`config.mk`:
```
export PLATFORM = sky130hd
export DESIGN_NAME = round_sched
export DESIGN_NICKNAME = d
export VERILOG_FILES = /design/src/rtl/round_sched.sv
export SDC_FILE = /design/constraint.sdc
export NUM_CORES = 1
export LEC_CHECK = 0
export BUFFER_PORTS_ARGS = -buffer_cell sky130_fd_sc_hd__buf_2
export CORE_AREA = 4 4 107 58
export CTS_BUF_LIST = sky130_fd_sc_hd__clkbuf_4 sky130_fd_sc_hd__clkbuf_8
export CTS_CLUSTER_SIZE = 12
export DETAILED_ROUTE_END_ITERATION = 10
export DIE_AREA = 0 0 111 62
export HOLD_SLACK_MARGIN = 0.02
export MAX_ROUTING_LAYER = met4
export PLACE_DENSITY = 0.9
export SLEW_MARGIN = 0
export SYNTH_ARGS = -nofsm -noshare
export SYNTH_HDL_FRONTEND = slang
export SYNTH_SLANG_ARGS = --single-unit
```
`constraint.sdc`:
```
create_clock -name clk -period 5.4 [get_ports clk]
set_input_delay 0.27 -clock clk [delete_from_list [all_inputs] [get_ports clk]]
set_output_delay 0.27 -clock clk [all_outputs]
set_load 0.005 [all_outputs]
```
`src/rtl/round_sched.sv`:
```
`default_nettype none
// ============================================================================
// Module  : round_sched
// Brief   : Round-robin, packet-locked arbiter that feeds NUM_CH AXI-stream
//           requesters into one rounding stage (WIDTH_IN -> WIDTH_OUT bits).
//           Optional clip statistics are enabled by ROUND_SCHED_CLIP_STATS_EN.
// Revision: 1.0
// ============================================================================
module round_sched #(
  parameter int NUM_CH    = 4,
  parameter int WIDTH_IN  = 24,
  parameter int WIDTH_OUT = 16,
  parameter int CH_W      = 2
) (
  input  logic                       clk,
  input  logic                       reset,
`ifdef ROUND_SCHED_CLIP_STATS_EN
  input  logic                       clip_clear,
  output logic [NUM_CH*16-1:0]       clip_count,
`endif
  input  logic [NUM_CH*WIDTH_IN-1:0] i_tdata,
  input  logic [NUM_CH-1:0]          i_tlast,
  input  logic [NUM_CH-1:0]          i_tvalid,
  output logic [NUM_CH-1:0]          i_tready,
  input  logic [2*NUM_CH-1:0]        i_mode,
  output logic [WIDTH_OUT-1:0]       o_tdata,
  output logic [CH_W-1:0]            o_tuser,
  output logic                       o_tlast,
  output logic                       o_tvalid,
  input  logic                       o_tready
);

  localparam int D = WIDTH_IN - WIDTH_OUT;

  typedef enum logic [0:0] {
    S_IDLE   = 1'b0,
    S_LOCKED = 1'b1
  } state_t;

  state_t               state_q, state_d;
  logic [CH_W-1:0]      ptr_q, ptr_d;
  logic [CH_W-1:0]      cur_ch_q, cur_ch_d;
  logic [1:0]           cur_mode_q, cur_mode_d;
  logic                 bubble_q, bubble_d;
  logic [WIDTH_OUT-1:0] o_tdata_q, o_tdata_d;
  logic [CH_W-1:0]      o_tuser_q, o_tuser_d;
  logic                 o_tlast_q, o_tlast_d;
  logic                 o_tvalid_q, o_tvalid_d;

  logic                 out_free;
  logic                 arb_found;
  logic [CH_W-1:0]      arb_ch;
  logic [CH_W:0]        arb_sum;
  logic                 gnt_act;
  logic [CH_W-1:0]      gnt_ch;
  logic [1:0]           gnt_mode;
  logic                 accept;
  logic                 beat_last;
  logic [WIDTH_IN-1:0]  x;
  logic                 guard_hit;
  logic                 corr;
  logic [WIDTH_OUT-1:0] rounded;

  assign out_free = !o_tvalid_q || o_tready;

  // First valid channel at or above the pointer, wrapping past NUM_CH-1.
  always_comb begin
    arb_found = 1'b0;
    arb_ch    = '0;
    arb_sum   = '0;
    for (int i = 0; i < NUM_CH; i++) begin
      arb_sum = {1'b0, ptr_q} + (CH_W+1)'(i);
      if (arb_sum >= (CH_W+1)'(NUM_CH)) begin
        arb_sum = arb_sum - (CH_W+1)'(NUM_CH);
      end
      if (!arb_found && i_tvalid[arb_sum[CH_W-1:0]]) begin
        arb_found = 1'b1;
        arb_ch    = arb_sum[CH_W-1:0];
      end
    end
  end

  // IDLE grants combinationally so the first beat can go through immediately;
  // the bubble flag blocks a grant in the cycle right after a release.
  always_comb begin
    gnt_act  = 1'b0;
    gnt_ch   = cur_ch_q;
    gnt_mode = cur_mode_q;
    if (state_q == S_LOCKED) begin
      gnt_act = 1'b1;
    end else if (!bubble_q && arb_found) begin
      gnt_act  = 1'b1;
      gnt_ch   = arb_ch;
      gnt_mode = i_mode[arb_ch*2 +: 2];
    end
  end

  always_comb begin
    i_tready = '0;
    if (gnt_act && out_free && !reset) begin
      i_tready[gnt_ch] = 1'b1;
    end
  end

  assign accept    = |(i_tready & i_tvalid);
  assign beat_last = i_tlast[gnt_ch];
  assign x         = i_tdata[gnt_ch*WIDTH_IN +: WIDTH_IN];

  always_comb begin
    guard_hit = 1'b0;
    if (D > 1) begin
      guard_hit = !x[WIDTH_IN-1] && (&x[WIDTH_IN-2:D]);
    end
    case (gnt_mode)
      2'd0:    corr = x[D-1] && !guard_hit;
      2'd1:    corr = x[WIDTH_IN-1] && (|x[D-1:0]);
      default: corr = 1'b0;
    endcase
    rounded = x[WIDTH_IN-1:D] + WIDTH_OUT'(corr);
  end

  always_comb begin
    state_d    = state_q;
    ptr_d      = ptr_q;
    cur_ch_d   = cur_ch_q;
    cur_mode_d = cur_mode_q;
    bubble_d   = bubble_q;
    o_tdata_d  = o_tdata_q;
    o_tuser_d  = o_tuser_q;
    o_tlast_d  = o_tlast_q;
    o_tvalid_d = o_tvalid_q;

    if (state_q == S_IDLE) begin
      bubble_d = 1'b0;
      if (gnt_act) begin
        state_d    = S_LOCKED;
        cur_ch_d   = gnt_ch;
        cur_mode_d = gnt_mode;
      end
    end

    if (accept && beat_last) begin
      state_d  = S_IDLE;
      bubble_d = 1'b1;
      ptr_d    = (gnt_ch == CH_W'(NUM_CH-1)) ? '0 : gnt_ch + 1'b1;
    end

    if (accept) begin
      o_tdata_d  = rounded;
      o_tuser_d  = gnt_ch;
      o_tlast_d  = beat_last;
      o_tvalid_d = 1'b1;
    end else if (o_tready) begin
      o_tvalid_d = 1'b0;
    end
  end

  always_ff @(posedge clk) begin
    if (reset) begin
      state_q    <= S_IDLE;
      ptr_q      <= '0;
      cur_ch_q   <= '0;
      cur_mode_q <= '0;
      bubble_q   <= 1'b0;
      o_tdata_q  <= '0;
      o_tuser_q  <= '0;
      o_tlast_q  <= 1'b0;
      o_tvalid_q <= 1'b0;
    end else begin
      state_q    <= state_d;
      ptr_q      <= ptr_d;
      cur_ch_q   <= cur_ch_d;
      cur_mode_q <= cur_mode_d;
      bubble_q   <= bubble_d;
      o_tdata_q  <= o_tdata_d;
      o_tuser_q  <= o_tuser_d;
      o_tlast_q  <= o_tlast_d;
      o_tvalid_q <= o_tvalid_d;
    end
  end

  assign o_tdata  = o_tdata_q;
  assign o_tuser  = o_tuser_q;
  assign o_tlast  = o_tlast_q;
  assign o_tvalid = o_tvalid_q;

`ifdef ROUND_SCHED_CLIP_STATS_EN
  // A clip is a nearest-mode beat whose round-up was suppressed by the guard.
  logic        clip_hit;
  logic [15:0] clip_q [NUM_CH];
  logic [15:0] clip_d [NUM_CH];

  assign clip_hit = accept && (gnt_mode == 2'd0) && x[D-1] && guard_hit;

  always_comb begin
    for (int c = 0; c < NUM_CH; c++) begin
      clip_d[c] = clip_q[c];
      if (clip_clear) begin
        clip_d[c] = '0;
      end else if (clip_hit && (gnt_ch == CH_W'(c)) && (clip_q[c] != 16'hFFFF)) begin
        clip_d[c] = clip_q[c] + 16'd1;
      end
    end
  end

  always_ff @(posedge clk) begin
    for (int c = 0; c < NUM_CH; c++) begin
      if (reset) begin
        clip_q[c] <= '0;
      end else begin
        clip_q[c] <= clip_d[c];
      end
    end
  end

  for (genvar g = 0; g < NUM_CH; g++) begin : g_clip_out
    assign clip_count[g*16 +: 16] = clip_q[g];
  end
`endif

endmodule
`default_nettype wire
```
After elaboration in Yosys (flattened, before gate mapping)
Cells that the tools add are included.
{"block": "word_totals", "inputBits": 115, "output_inout_bits": 24, "reg_bits": 28}
{"block": "op_classes", "n_reduce_logical": 27, "multipliers": 1, "bitwise_logic": 2, "eq_ne": 3, "shift": 2, "muxes": 39, "magnitude_cmp": 10, "n_addsub": 9}
{"op": "$shiftx A96 B8 Y24", "n": 1}
{"op": "$mux W2", "n": 13}
{"op": "$mux W1", "n": 18}
{"op": "$add A16 B1 Y16", "n": 1}
{"op": "$lt A2 B3 Y1 const B", "n": 5}
{"op": "$reduce_and A15 Y1", "n": 1}
{"op": "$logic_and A1 B1 Y1", "n": 11}
{"op": "$bmux W1 S2", "n": 5}
{"op": "$ge A3 B3 Y1 const B", "n": 3}
{"op": "$logic_not A1 Y1", "n": 8}
{"op": "$reduce_or A8 Y1", "n": 1}
{"op": "$shiftx A8 B4 Y2", "n": 1}
{"op": "$sub A2 B1 Y2 const B", "n": 4}
{"op": "$add A2 B2 Y3 const B", "n": 2}
{"op": "$and A4 B4 Y4", "n": 1}
{"op": "$mul A2 B2 Y4 const B", "n": 1}
{"op": "$mux W4", "n": 1}
{"op": "$reduce_or A4 Y1", "n": 1}
{"op": "$add A2 B1 Y3 const B", "n": 1}
{"op": "$ge A2 B3 Y1 const B", "n": 1}
{"op": "$add A2 B1 Y2 const B", "n": 1}
{"op": "$demux W1 S2", "n": 1}
{"op": "$eq A2 B1 Y1 const B", "n": 1}
{"op": "$eq A2 B2 Y1 const B", "n": 1}
{"op": "other kinds (9)", "n": 9}

Depth between registers and ports, before layout
{"block": "depth", "word_depth": 26, "ltp_mapped": 21, "mapped_depth_nobuf": 18}

Worst setup path before layout
Ideal clock, no wire load.
{"block": "synth_path", "path_kind": "register -> register", "from": "reg bubble_q", "to": "reg o_tdata_q[15], in the netlist o_tdata[15]", "t_arrival_ns": 3.732, "setup_ns": 0.079, "synth_period_minus_slack_ns": 3.811, "t_required_ns": 5.321, "setup_slack_ns": 1.589, "stages_incl_launch_ff": 20, "path_cell_list": "dfxtp_1 or2_1 or2_1 buf_6 o41a_4 buf_2 buf_2 a21oi_1 a32oi_1 nand4_1 nor4_1 and4b_1 nor3_1 ha_1 inv_1 a221o_1 nor2_1 nor4b_2 xnor2_1 a211oi_2"}
{"block": "synth_via", "elab_chain_len": 12, "word_cells_on_any_way": 31, "classes_between": "1 x add/sub; 1 x mul; 2 x order compare; 1 x eq/ne; 1 x shift; 10 x mux; 1 x bitwise; 14 x reduce/logical"}
{"element": "start, declared", "line_no": "44", "text": "logic bubble_q, bubble_d;"}
{"element": "start signal, assigned", "line_no": "174", "text": "bubble_q <= bubble_d;"}
{"element": "$logic_not A1 Y1 *", "line_no": "91", "text": "end else if (!bubble_q && arb_found) begin"}
{"element": "$logic_and A1 B1 Y1 *", "line_no": "91"}
{"element": "$mux W2", "line_no": "91"}
{"element": "$mux W2", "line_no": "89", "text": "if (state_q == S_LOCKED) begin"}
{"element": "$mul A2 B2 Y4", "line_no": "107", "text": "assign x = i_tdata[gnt_ch*WIDTH_IN +: WIDTH_IN];"}
{"element": "$shiftx A96 B8 Y24", "line_no": "107"}
{"element": "$reduce_and A15 Y1 or $logic_not A1 Y1 (tied branches)", "line_no": "112", "text": "guard_hit = !x[WIDTH_IN-1] && (&x[WIDTH_IN-2:D]);"}
{"element": "$logic_and A1 B1 Y1", "line_no": "112"}
{"element": "$logic_not A1 Y1", "line_no": "115", "text": "2'd0: corr = x[D-1] && !guard_hit;"}
{"element": "$logic_and A1 B1 Y1", "line_no": "115"}
{"element": "$pmux W1 S2", "line_no": "114", "text": "case (gnt_mode)"}
{"element": "$add A16 B1 Y16", "line_no": "119", "text": "rounded = x[WIDTH_IN-1:D] + WIDTH_OUT'(corr);"}
{"element": "end signal, assigned", "line_no": "175", "text": "o_tdata_q <= o_tdata_d;"}
{"element": "end, declared", "line_no": "45", "text": "logic [WIDTH_OUT-1:0] o_tdata_q, o_tdata_d;"}
Mark *: on every way between the ends. The rest lies on a longest branch, timed or not.
A chain may end at the register's enable or synchronous reset.

Worst setup path in the final report
{"block": "layout_path", "from": "reg bubble_q", "to": "reg o_tdata_q[10], in the netlist o_tdata[10]"}
The elaborated chain is that of the path after synthesis.

==> flow_summary.ini <==
[critical_path]
reg2reg_from = bubble_q
slowest_stage = o41a_4
path_class = register to register
crit_path_end_kind = register
r2r_slack_ns = 0.81
reg2reg_to = o_tdata[10]
crit_fanout = 37
reg2regPathDepth = 16
critical_path.cell_chain = or2_1 > or2_1 > o41a_4 > clkinv_4 > nand2_1 > a32oi_1 > nand4_2 > nor4_1 > and4b_1 > nor3_1 > ha_1 > ha_1 > inv_1 > nor3_1 > xor2_1 > a211oi_1
required_ns = 5.59
startpoint_type = register
worstPathArrival_ns = 4.78
cp_slowest_stage_delay_ns = 0.71

[placed_design]
hpwl_um = 6470
gp_congestion = 0.921
dp_cells = 492
port-buffer-count = 138
place_area_mm2 = 0.00303

[layout]
area_growth_pct = 32.8
drive_above_1_share = 0.402
stdcell_count = 496
finalNetCount = 546
fin_util = 0.585
antenna_cells = 0
seq_area_um2 = 561
fill_cells = 491
multiInputGateArea_mm2 = 0.00165
design_area_mm2 = 0.00310

[logic_synthesis]
syn-num-nets = 419
synth_cell_types = 49
ys_dominant_reg_cell = dfxtp_1
synth_compound_area_frac = 0.248
synthAdderAreaFrac = 0.0375
synth_simple_gate_area_frac = 0.300
async_reset_ff_frac = 0
synth_area_mm2 = 0.00234
ys_seq_elements = 28
synthCells = 297
synth_top_family_by_area = simple AND/OR/NAND/NOR gates
synth_edf_count = 0
synthMuxAreaShare = 0.0792
ys_warn_count = 0
yosysSeqAreaShare = 0.240
synth_xor_area_frac = 0.0412
avgSynthCellArea_um2 = 7.87

[clock_tree]
hold_buffers = 0
ctsResizeCount = 0
cts_sinks = 28
clk_latency_ns = 0.28
htreeDepth = 1
cts-root-buf = clkbuf_8
cts_tree = built
clk_pin_slew_ns = 0.10
cts_setup_buffers = 0
cts_made_buffers = 3
clock_path_buffers = 2

[timing]
period_share = 0.850
finalClockSkew_ns = 0.00732
slew_headroom = 0.494
rsz0062_at_grt = false
min_period_ns = 4.59
fin_tns_setup_ns = 0
setup_viol = 0
worst_slew_pin_slew_ns = 0.753
fmax_mhz = 218
final_hold_viol_count = 0
slew_violations = 0

[power]
irDropWorstVdd_uv = 128
leakagePower_uw = 0.00137
powerDensity_mw_per_mm2 = 291

[outcome]
outcome = finished clean

[routing]
wl_per_cell_um = 15.6
postRouteWirelength_um = 7720
drc = 0
drt_first_pass_iters = 4
first_iter_violations = 153
vias_per_cell = 5.37
vias = 2663
ant_nets = 0

[die]
die-height_um = 62
row_count = 19
start_util = 0.441
ios = 139
die-width_um = 111
core_area_mm2 = 0.00530
dieArea_mm2 = 0.00688

[global_routing]
grt_pass1_wl_um = 12400
gr-max-usage-layer = met2
grtUsageMet2 = 0.340
grt_max_degree = 38
first_global_vias = 2453
met1_usage = 0.340
grt_overflow = 0
grtUsageTotal = 0.232
use_met3 = 0.0474
antenna_found_initial = 0

[hold_path]
hold_path_end = o_tvalid
worstHoldStart = o_tready
hold-path-cell-count = 3
min_path_type = input port to register

[flow_run]
cap_violations = 0
-- report_power, final --
part | switching, uW | internal (uW) | total [uW] | leakage [uW]
logic | 292 | 187 | 479 | 0.00110
clock network | 65.8 | 99.3 | 165 | 0.0000357
registers | 20.1 | 240 | 260 | 0.000230
total | 378 | 526 | 904 | 0.00137
-- layout make-up --
type,count,area share
Sequential cell,28,0.181
Clock buffer,3,0.0133
Inverter,6,0.00887
Multi-Input combinational cell,246,0.533
Timing Repair Buffer,139,0.225
Tap cell,73,0.0294
Clock inverter,1,0.00968
-- critical path, delay by kind of cell, from the launching register on --
kind                       cells  cell delay, ns
and+or+nand+nor                8            1.77
xor gates and xnor gates       1            0.16
buffers and inverters          2            0.42
adders and majority gates      2            0.47
AOI/OAI and AO/OA              3            1.31
DFF                            1            0.33
-- worst max path at each step --
| stage | start | to | slack (ns) | depth (start not counted) |
|---|---|---|---|---|
| finish | bubble_q | o_tdata[10] | 0.81 | 16 |
| global placement | i_tvalid[2] | o_tdata[15] | 0.88 | 19 |
| detailed placement | i_tvalid[2] | o_tdata[15] | 0.78 | 19 |
| floorplan | bubble_q | o_tdata[15] | 1.59 | 19 |
| CTS | bubble_q | o_tdata[15] | 0.85 | 17 |
| global route | bubble_q | o_tdata[15] | 0.43 | 17 |
-- layout by cell type, fill, tap and decap left out, types with 6 or more instances in the layout --
master,n
xnor2_1,8
a32oi_2,7
a211oi_1,13
o21ai_0,6
dfxtp_1,28
a21oi_1,25
buf_2,138
nor3_1,6
ha_1,7
nor2_1,31
nand2_1,55
nor4_1,7
mux2i_1,14
-- state kept, by name, summed over array words and instances, names as in the netlist --
signal,flops
o_tdata,16
cur_ch_q,2
cur_mode_q,2
o_tuser,2
ptr_q,2
bubble_q,1
o_tlast,1
o_tvalid,1
state_q,1
-- synth_stat cells (3+ instances only) --
| cell type | instances | share of area |
|---|---|---|
| nor4_1 | 7 | 0.019 |
| a21oi_1 | 26 | 0.056 |
| xor2_1 | 3 | 0.011 |
| nand2_1 | 55 | 0.088 |
| a22oi_1 | 4 | 0.013 |
| a311oi_1 | 5 | 0.019 |
| nor2_1 | 31 | 0.050 |
| dfxtp_1 | 28 | 0.24 |
| nand3_1 | 5 | 0.011 |
| mux2i_1 | 14 | 0.060 |
| a32oi_2 | 7 | 0.049 |
| a32oi_1 | 5 | 0.019 |
| and3_1 | 5 | 0.013 |
| clkbuf_1 | 7 | 0.011 |
| or3_1 | 4 | 0.011 |
| buf_6 | 3 | 0.014 |
| xnor2_1 | 8 | 0.030 |
| a211oi_1 | 13 | 0.042 |
| inv_1 | 4 | 0.0064 |
| nor3_1 | 6 | 0.013 |
| nand2b_1 | 3 | 0.0080 |
| o21ai_0 | 6 | 0.013 |
| nor4_2 | 5 | 0.027 |
| ha_1 | 7 | 0.037 |
| nand4_1 | 3 | 0.0080 |
| buf_2 | 4 | 0.0086 |
-- kinds of logic after synthesis --
family / Yosys count
AOI/OAI and AO/OA: 74
xor gates and xnor gates: 11
adders and majority gates: 7
buffers and inverters: 23
DFF: 28
muxes: 17
and+or+nand+nor: 137
-- routing by layer --
layer | up-vias | share of wire
met2 | 103 | 0.40
met1 | 1213 | 0.51
met3 | 6 | 0.088
met4 | 0 | 0.0032
met5 | - | 0
li1 | 1341 | -
-- through the flow --
step                setup WS, ns  power (uW)  hold slack [ns]
floorplan                   1.59         591            0.445
global placement           0.879         727            0.447
detailed placement         0.776         737            0.463
CTS                        0.851         899            0.358
global route               0.429         966            0.410
finish                     0.811         904            0.363
Note: power is estimated with default switching activity, not from simulation.
